$ cat src/rtl/psram_arb_pkg.sv
// Shared types and constants for the PSRAM bus arbiter: frame/vblank timing,
// turnaround and release-timeout limits, and the ownership FSM state enum.
package psram_arb_pkg;

  localparam int V_ACTIVE      = 272;
  localparam int VBLANK_CYCLES = 12000;
  localparam int MIN_WINDOW    = 1024;
  localparam int REVOKE_MARGIN = 256;
  localparam int TURN_CYCLES   = 4;
  localparam int REL_TIMEOUT   = 64;

  localparam int LINE_W = $clog2(V_ACTIVE + 1);
  localparam int REM_W  = $clog2(VBLANK_CYCLES);
  localparam int CNT_W  = $clog2(((TURN_CYCLES > REL_TIMEOUT) ? TURN_CYCLES : REL_TIMEOUT) + 1);

  localparam logic [LINE_W-1:0] LINE_LAST = LINE_W'(V_ACTIVE - 1);
  localparam logic [REM_W-1:0]  REM_LOAD  = REM_W'(VBLANK_CYCLES - 1);
  localparam logic [REM_W-1:0]  MIN_WIN_R = REM_W'(MIN_WINDOW);
  localparam logic [REM_W-1:0]  REVOKE_R  = REM_W'(REVOKE_MARGIN);
  localparam logic [CNT_W-1:0]  TURN_LAST = CNT_W'(TURN_CYCLES - 1);
  localparam logic [CNT_W-1:0]  TO_LAST   = CNT_W'(REL_TIMEOUT - 1);

  typedef enum logic [2:0] {
    LCD_OWN       = 3'd0,
    REL_WAIT      = 3'd1,
    REL_GUARD     = 3'd2,
    MCU_OWN       = 3'd3,
    RECLAIM_WAIT  = 3'd4,
    RECLAIM_GUARD = 3'd5
  } arb_state_e;

endpackage

$ cat src/rtl/psram_bus_arbiter_sync_2ff.sv
// Two-flop synchronizer, reset to 0, for bringing a level signal into the
// LCD pixel clock domain.
module sync_2ff (
  input  logic clk,
  input  logic rst,
  input  logic d,
  output logic q
);

  logic meta_q;
  logic sync_q;
  logic meta_d;
  logic sync_d;

  always_comb begin
    meta_d = d;
    sync_d = meta_q;
  end

  always_ff @(posedge clk or posedge rst) begin
    if (rst) begin
      meta_q <= 1'b0;
      sync_q <= 1'b0;
    end else begin
      meta_q <= meta_d;
      sync_q <= sync_d;
    end
  end

  assign q = sync_q;

endmodule

$ cat src/rtl/psram_bus_arbiter.sv
// Hands the shared QSPI PSRAM bus to the MCU only inside vertical blanking,
// with turnaround guards on both sides, and takes it back before the next frame.
module psram_bus_arbiter
  import psram_arb_pkg::*;
(
  input  logic       LCD_PCLK,
  input  logic       GLOBAL_RESET,
  input  logic       mcu_req,
  input  logic       lcd_vsync,
  input  logic       lcd_den,
  input  logic       psram_busy,
  output logic       psram_ctrl,
  output logic       mcu_ack,
  output logic       lcd_hold,
  output logic       frame_overrun,
  output logic [7:0] grant_cnt
);

  logic req_s;

  sync_2ff u_req_sync (
    .clk (LCD_PCLK),
    .rst (GLOBAL_RESET),
    .d   (mcu_req),
    .q   (req_s)
  );

  arb_state_e        state_q, state_d;
  logic              vsync_q, vsync_d;
  logic              den_q, den_d;
  logic [LINE_W-1:0] line_q, line_d;
  logic              in_vblank_q, in_vblank_d;
  logic [REM_W-1:0]  remain_q, remain_d;
  logic [CNT_W-1:0]  cnt_q, cnt_d;
  logic              armed_q, armed_d;
  logic              ovr_flag_q, ovr_flag_d;
  logic              ovr_pulse_q, ovr_pulse_d;
  logic [7:0]        gcnt_q, gcnt_d;
  logic              ctrl_q, ctrl_d;
  logic              ack_q, ack_d;
  logic              hold_q, hold_d;
  logic              vsync_rise;
  logic              den_fall;

  // Frame tracking: count active lines, then run the vblank countdown.
  always_comb begin
    vsync_d     = lcd_vsync;
    den_d       = lcd_den;
    vsync_rise  = lcd_vsync & ~vsync_q;
    den_fall    = den_q & ~lcd_den;
    line_d      = line_q;
    in_vblank_d = in_vblank_q;
    remain_d    = remain_q;
    if (remain_q != '0) remain_d = remain_q - REM_W'(1);
    if (vsync_rise) begin
      line_d      = '0;
      in_vblank_d = 1'b0;
      remain_d    = '0;
    end else if (den_fall && !in_vblank_q) begin
      line_d = line_q + LINE_W'(1);
      if (line_q == LINE_LAST) begin
        in_vblank_d = 1'b1;
        remain_d    = REM_LOAD;
      end
    end
  end

  // Ownership FSM; cnt_q restarts on every state change and times guards and release.
  always_comb begin
    state_d     = state_q;
    cnt_d       = cnt_q + CNT_W'(1);
    armed_d     = armed_q | ~req_s;
    ovr_flag_d  = ovr_flag_q;
    ovr_pulse_d = 1'b0;
    gcnt_d      = gcnt_q;
    if (vsync_rise && (state_q == MCU_OWN || state_q == RECLAIM_WAIT ||
                       state_q == RECLAIM_GUARD)) begin
      ovr_flag_d = 1'b1;
    end
    case (state_q)
      LCD_OWN: begin
        if (req_s && armed_q && in_vblank_q && remain_q >= MIN_WIN_R) state_d = REL_WAIT;
      end
      REL_WAIT: begin
        if (remain_q < REVOKE_R)  state_d = LCD_OWN;
        else if (!psram_busy)     state_d = REL_GUARD;
      end
      REL_GUARD: begin
        if (cnt_q == TURN_LAST) begin
          state_d    = MCU_OWN;
          ovr_flag_d = 1'b0;
        end
      end
      MCU_OWN: begin
        if (!req_s || remain_q <= REVOKE_R || vsync_rise) state_d = RECLAIM_WAIT;
      end
      RECLAIM_WAIT: begin
        if (!req_s || cnt_q == TO_LAST) state_d = RECLAIM_GUARD;
      end
      RECLAIM_GUARD: begin
        if (cnt_q == TURN_LAST) begin
          state_d     = LCD_OWN;
          gcnt_d      = gcnt_q + 8'd1;
          ovr_pulse_d = ovr_flag_q | vsync_rise;
          // A request still high here must drop before it can win again.
          armed_d     = 1'b0;
        end
      end
      default: state_d = LCD_OWN;
    endcase
    if (state_d != state_q) cnt_d = '0;
    ctrl_d = (state_d == LCD_OWN) || (state_d == REL_WAIT);
    ack_d  = (state_d == MCU_OWN);
    hold_d = (state_d != LCD_OWN);
  end

  always_ff @(posedge LCD_PCLK or posedge GLOBAL_RESET) begin
    if (GLOBAL_RESET) begin
      state_q     <= LCD_OWN;
      vsync_q     <= 1'b0;
      den_q       <= 1'b0;
      line_q      <= '0;
      in_vblank_q <= 1'b0;
      remain_q    <= '0;
      cnt_q       <= '0;
      armed_q     <= 1'b1;
      ovr_flag_q  <= 1'b0;
      ovr_pulse_q <= 1'b0;
      gcnt_q      <= '0;
      ctrl_q      <= 1'b1;
      ack_q       <= 1'b0;
      hold_q      <= 1'b0;
    end else begin
      state_q     <= state_d;
      vsync_q     <= vsync_d;
      den_q       <= den_d;
      line_q      <= line_d;
      in_vblank_q <= in_vblank_d;
      remain_q    <= remain_d;
      cnt_q       <= cnt_d;
      armed_q     <= armed_d;
      ovr_flag_q  <= ovr_flag_d;
      ovr_pulse_q <= ovr_pulse_d;
      gcnt_q      <= gcnt_d;
      ctrl_q      <= ctrl_d;
      ack_q       <= ack_d;
      hold_q      <= hold_d;
    end
  end

  assign psram_ctrl    = ctrl_q;
  assign mcu_ack       = ack_q;
  assign lcd_hold      = hold_q;
  assign frame_overrun = ovr_pulse_q;
  assign grant_cnt     = gcnt_q;

endmodule
$ cat config.mk
export PLATFORM = sky130hd
export DESIGN_NAME = psram_bus_arbiter
export DESIGN_NICKNAME = d
export VERILOG_FILES = /design/src/rtl/psram_arb_pkg.sv /design/src/rtl/psram_bus_arbiter_sync_2ff.sv /design/src/rtl/psram_bus_arbiter.sv
export SDC_FILE = /design/constraint.sdc
export NUM_CORES = 1
export LEC_CHECK = 0
export ABC_AREA = 0
export BUFFER_PORTS_ARGS = -buffer_cell sky130_fd_sc_hd__buf_2
export CAP_MARGIN = 20
export CELL_PAD_IN_SITES_DETAIL_PLACEMENT = 1
export CELL_PAD_IN_SITES_GLOBAL_PLACEMENT = 2
export CORE_UTILIZATION = 40
export CTS_BUF_LIST = sky130_fd_sc_hd__clkbuf_4
export CTS_CLUSTER_DIAMETER = 50
export DETAILED_ROUTE_END_ITERATION = 8
export GPL_ROUTABILITY_DRIVEN = 0
export HOLD_SLACK_MARGIN = 0.15
export PLACE_DENSITY = 0.93
export SYNTH_ARGS = -nofsm -noshare
export SYNTH_HDL_FRONTEND = slang
export SYNTH_SLANG_ARGS = --single-unit
$ cat constraint.sdc
create_clock -name LCD_PCLK -period 2.88 [get_ports LCD_PCLK]
set_input_delay 0.72 -clock LCD_PCLK [delete_from_list [all_inputs] [get_ports LCD_PCLK]]
set_output_delay 0.72 -clock LCD_PCLK [all_outputs]
set_load 0.01 [all_outputs]
==> metrics <==
status=completed; MaxCap Viol Count=0; Die ar.=0.00652 mm²; antenna-violating nets left=0; worst-path fanout max=7; CTS buffer count=5; via count=1827; Crit path arrival time=2660 ps; Antenna Diode Count=0; First-pass DRT Iterations=4; endpoints failing hold=0; synth warn=0; first-pass GRT wire length=8.94 mm; Layout fillers=a little over 700; GR Util All Layers=0.182; f_max=420 MHz; Startpoint Class=flip-flop; worst min-delay path class=in2async; P_leak=1.31 nW; largest family of logic cells by synthesized area=simple AND/OR/NAND/NOR gates; Post-Synth Simple-Gate Area=0.236; CTS Hold Buffers Added=0; share of cells above drive strength 1=0.146; DRT Wirelength=5.32 mm; die height=80.8 µm; Yosys reg bits=52; Tmin final=roughly 2400 ps; syn nets=260; synthesized cell area=approximately 0.0025 mm²; number of distinct library cells after synthesis=39; final net count=284; # clock sinks=between 50 and 60; Max Slew Vio Count=0; post-route cell area=0.00277 mm²; clock tree buffer depth=2; Via density=about 5.2; Initial Utilization=0.417; Root Buffer=clkbuf_4; CTS tree=done; power density cells=between 800 and 900 mW/mm²; Required @ worst endpoint=3160 ps; RSZ-0062 raised after global routing=false; average wire per standard cell=15.2 µm; # port buffers=17; final setup violation count=0; Core Box Area=0.00596 mm²; critical setup path kind=reg2reg; synthesized area per cell=9.97 µm²; die width=80.8 µm; crit share post-route=0.827; Clock Latency Late Sink=370 ps; Total Power=2.43 mW; VDD IR max=0.000440 V; Initial DRC Count=66; dpl hpwl=3.96 mm; post-synthesis mux area share=0.00806; initial antenna violation count=0; total grt overflow=0; Reg2Reg Setup Slack=500 ps; Worst Tran Pin Value=479 ps; Synth Area in Compound Gates=0.0680; leading cell type in the layout, fill and taps excluded=dfrtp_1; Synth Area in XOR/XNOR=0.113; postcts setup bufs=0; Setup TNS=0 ps; pin count of the biggest net entering global routing=23; I/O pin count=18; DRC violations left=0; number of global-route vias before repair=1821; Area growth syn-to-layout=11.6%; Seq/Total Area, Yosys=0.525; Post-Synthesis Cells=249; placed cell area=approximately 0.0027 mm²; kind of end point of the critical path=flip-flop; Site Rows=28; Fin Clk Skew=3.43 ps; Adder-Cell Fraction of Synth Area=0.0252; clock transition at the registers of the reported paths=150 ps; commonest cells after routing, fill and taps aside=dfrtp_1 (50), nor2_1 (36), nand2_1 (22), xnor2_1 (18); Resized Gates After CTS=0; H-tree level count=2; Slew headroom=0.678
==> cell type report <==
type                            count  area (µm²)  area share
Tap cell                           75        93.8      0.0339
Clock inverter                      3        42.5      0.0153
Inverter                            8        30.0      0.0108
Multi-Input combinational cell    181        1120       0.404
Sequential cell                    52        1300       0.470
Timing Repair Buffer               25         145      0.0524
Clock buffer                        5        37.5      0.0135
==> metrics by stage <==
step,setup WS [ps],hold WS [ps],utilization,instances
floorplan,592,331,-,249
global placement,566,335,0.452,341
detailed placement,503,347,0.452,341
CTS,483,302,0.465,349
global route,303,313,0.465,349
finish,499,312,0.465,349
==> routing by layer <==
metal,routed length (µm),GRT usage,vias up
met1,2600,0.255,907
met5,0,0,-
met4,66,0.0589,0
met2,2490,0.285,25
met3,171,0.0337,4
li1,-,-,891
==> report_power, final <==
group          total, mW  switching (mW)  internal, mW
logic              0.896           0.482         0.414
clock network      0.414           0.232         0.182
registers           1.12           0.211         0.910
==> worst max-delay path: stages, from the launching register on <==
cell and delay [ps]:
dfrtp_1 440, inv_1 120, ha_1 170, nor4b_1 350, and4bb_1 290, a211oi_2 110, nor4_4 330, mux2i_1 230
buf_4 180, nor2_1 60
==> state kept, by name, indices dropped and copies added (netlist names) <==
| signal | count |
|---|---|
| frame_overrun | 1 |
| u_req_sync.meta_q | 1 |
| u_req_sync.q | 1 |
| den_q | 1 |
| cnt_q | 7 |
| in_vblank_q | 1 |
| lcd_hold | 1 |
| state_q | 3 |
| psram_ctrl | 1 |
| grant_cnt | 8 |
| ovr_flag_q | 1 |
| line_q | 9 |
| mcu_ack | 1 |
| vsync_q | 1 |
| armed_q | 1 |
| remain_q | 14 |
==> cells in the mapped netlist (all sizes together) <==
cell type | number | area, µm²
a211oi | 1 | 12.5
a21oi | 17 | 85.1
a31oi | 1 | 6.26
and2 | 1 | 6.26
and3 | 4 | 25.0
and4 | 2 | 17.5
and4bb | 1 | 12.5
clkbuf | 8 | 30.0
dfrtp | 50 | 1250
dfstp | 2 | 52.6
ha | 5 | 62.6
inv | 8 | 30.0
mux2i | 2 | 20.0
nand2 | 22 | 82.6
nand2b | 6 | 37.5
nand3 | 12 | 60.1
nand4 | 2 | 12.5
nand4b | 2 | 17.5
nor2 | 36 | 135
nor2b | 3 | 18.8
nor3 | 10 | 50.1
nor3b | 1 | 7.51
nor4 | 3 | 33.8
nor4b | 2 | 17.5
nor4bb | 1 | 10.0
o21ai | 5 | 25.0
o22ai | 1 | 6.26
o311a | 1 | 10.0
o31a | 1 | 8.76
o31ai | 2 | 15.0
or2 | 2 | 12.5
or3b | 1 | 8.76
or4 | 1 | 11.3
or4b | 1 | 10.0
xnor2 | 18 | 158
xor2 | 14 | 123
==> cells by family after synthesis <==
kind of cell    count (synthesis)
compound gates                 29
xor+xnor                       32
buf+inv                        16
simple gates                  113
fa+ha+maj                       5
flops                          52
mux                             2
==> final timing paths <==
path | start | endpoint | cells past startpoint
setup / recovery | remain_q[0] | cnt_q[6] | 9
min in group LCD_PCLK | u_req_sync.meta_q | u_req_sync.q | 0
setup reg to reg | remain_q[0] | cnt_q[6] | 9
max in group asynchronous | GLOBAL_RESET | line_q[6] | 3
hold / removal | GLOBAL_RESET | vsync_q | 2
hold reg to reg | u_req_sync.meta_q | u_req_sync.q | 0
Power figures use the tool's default switching activity.
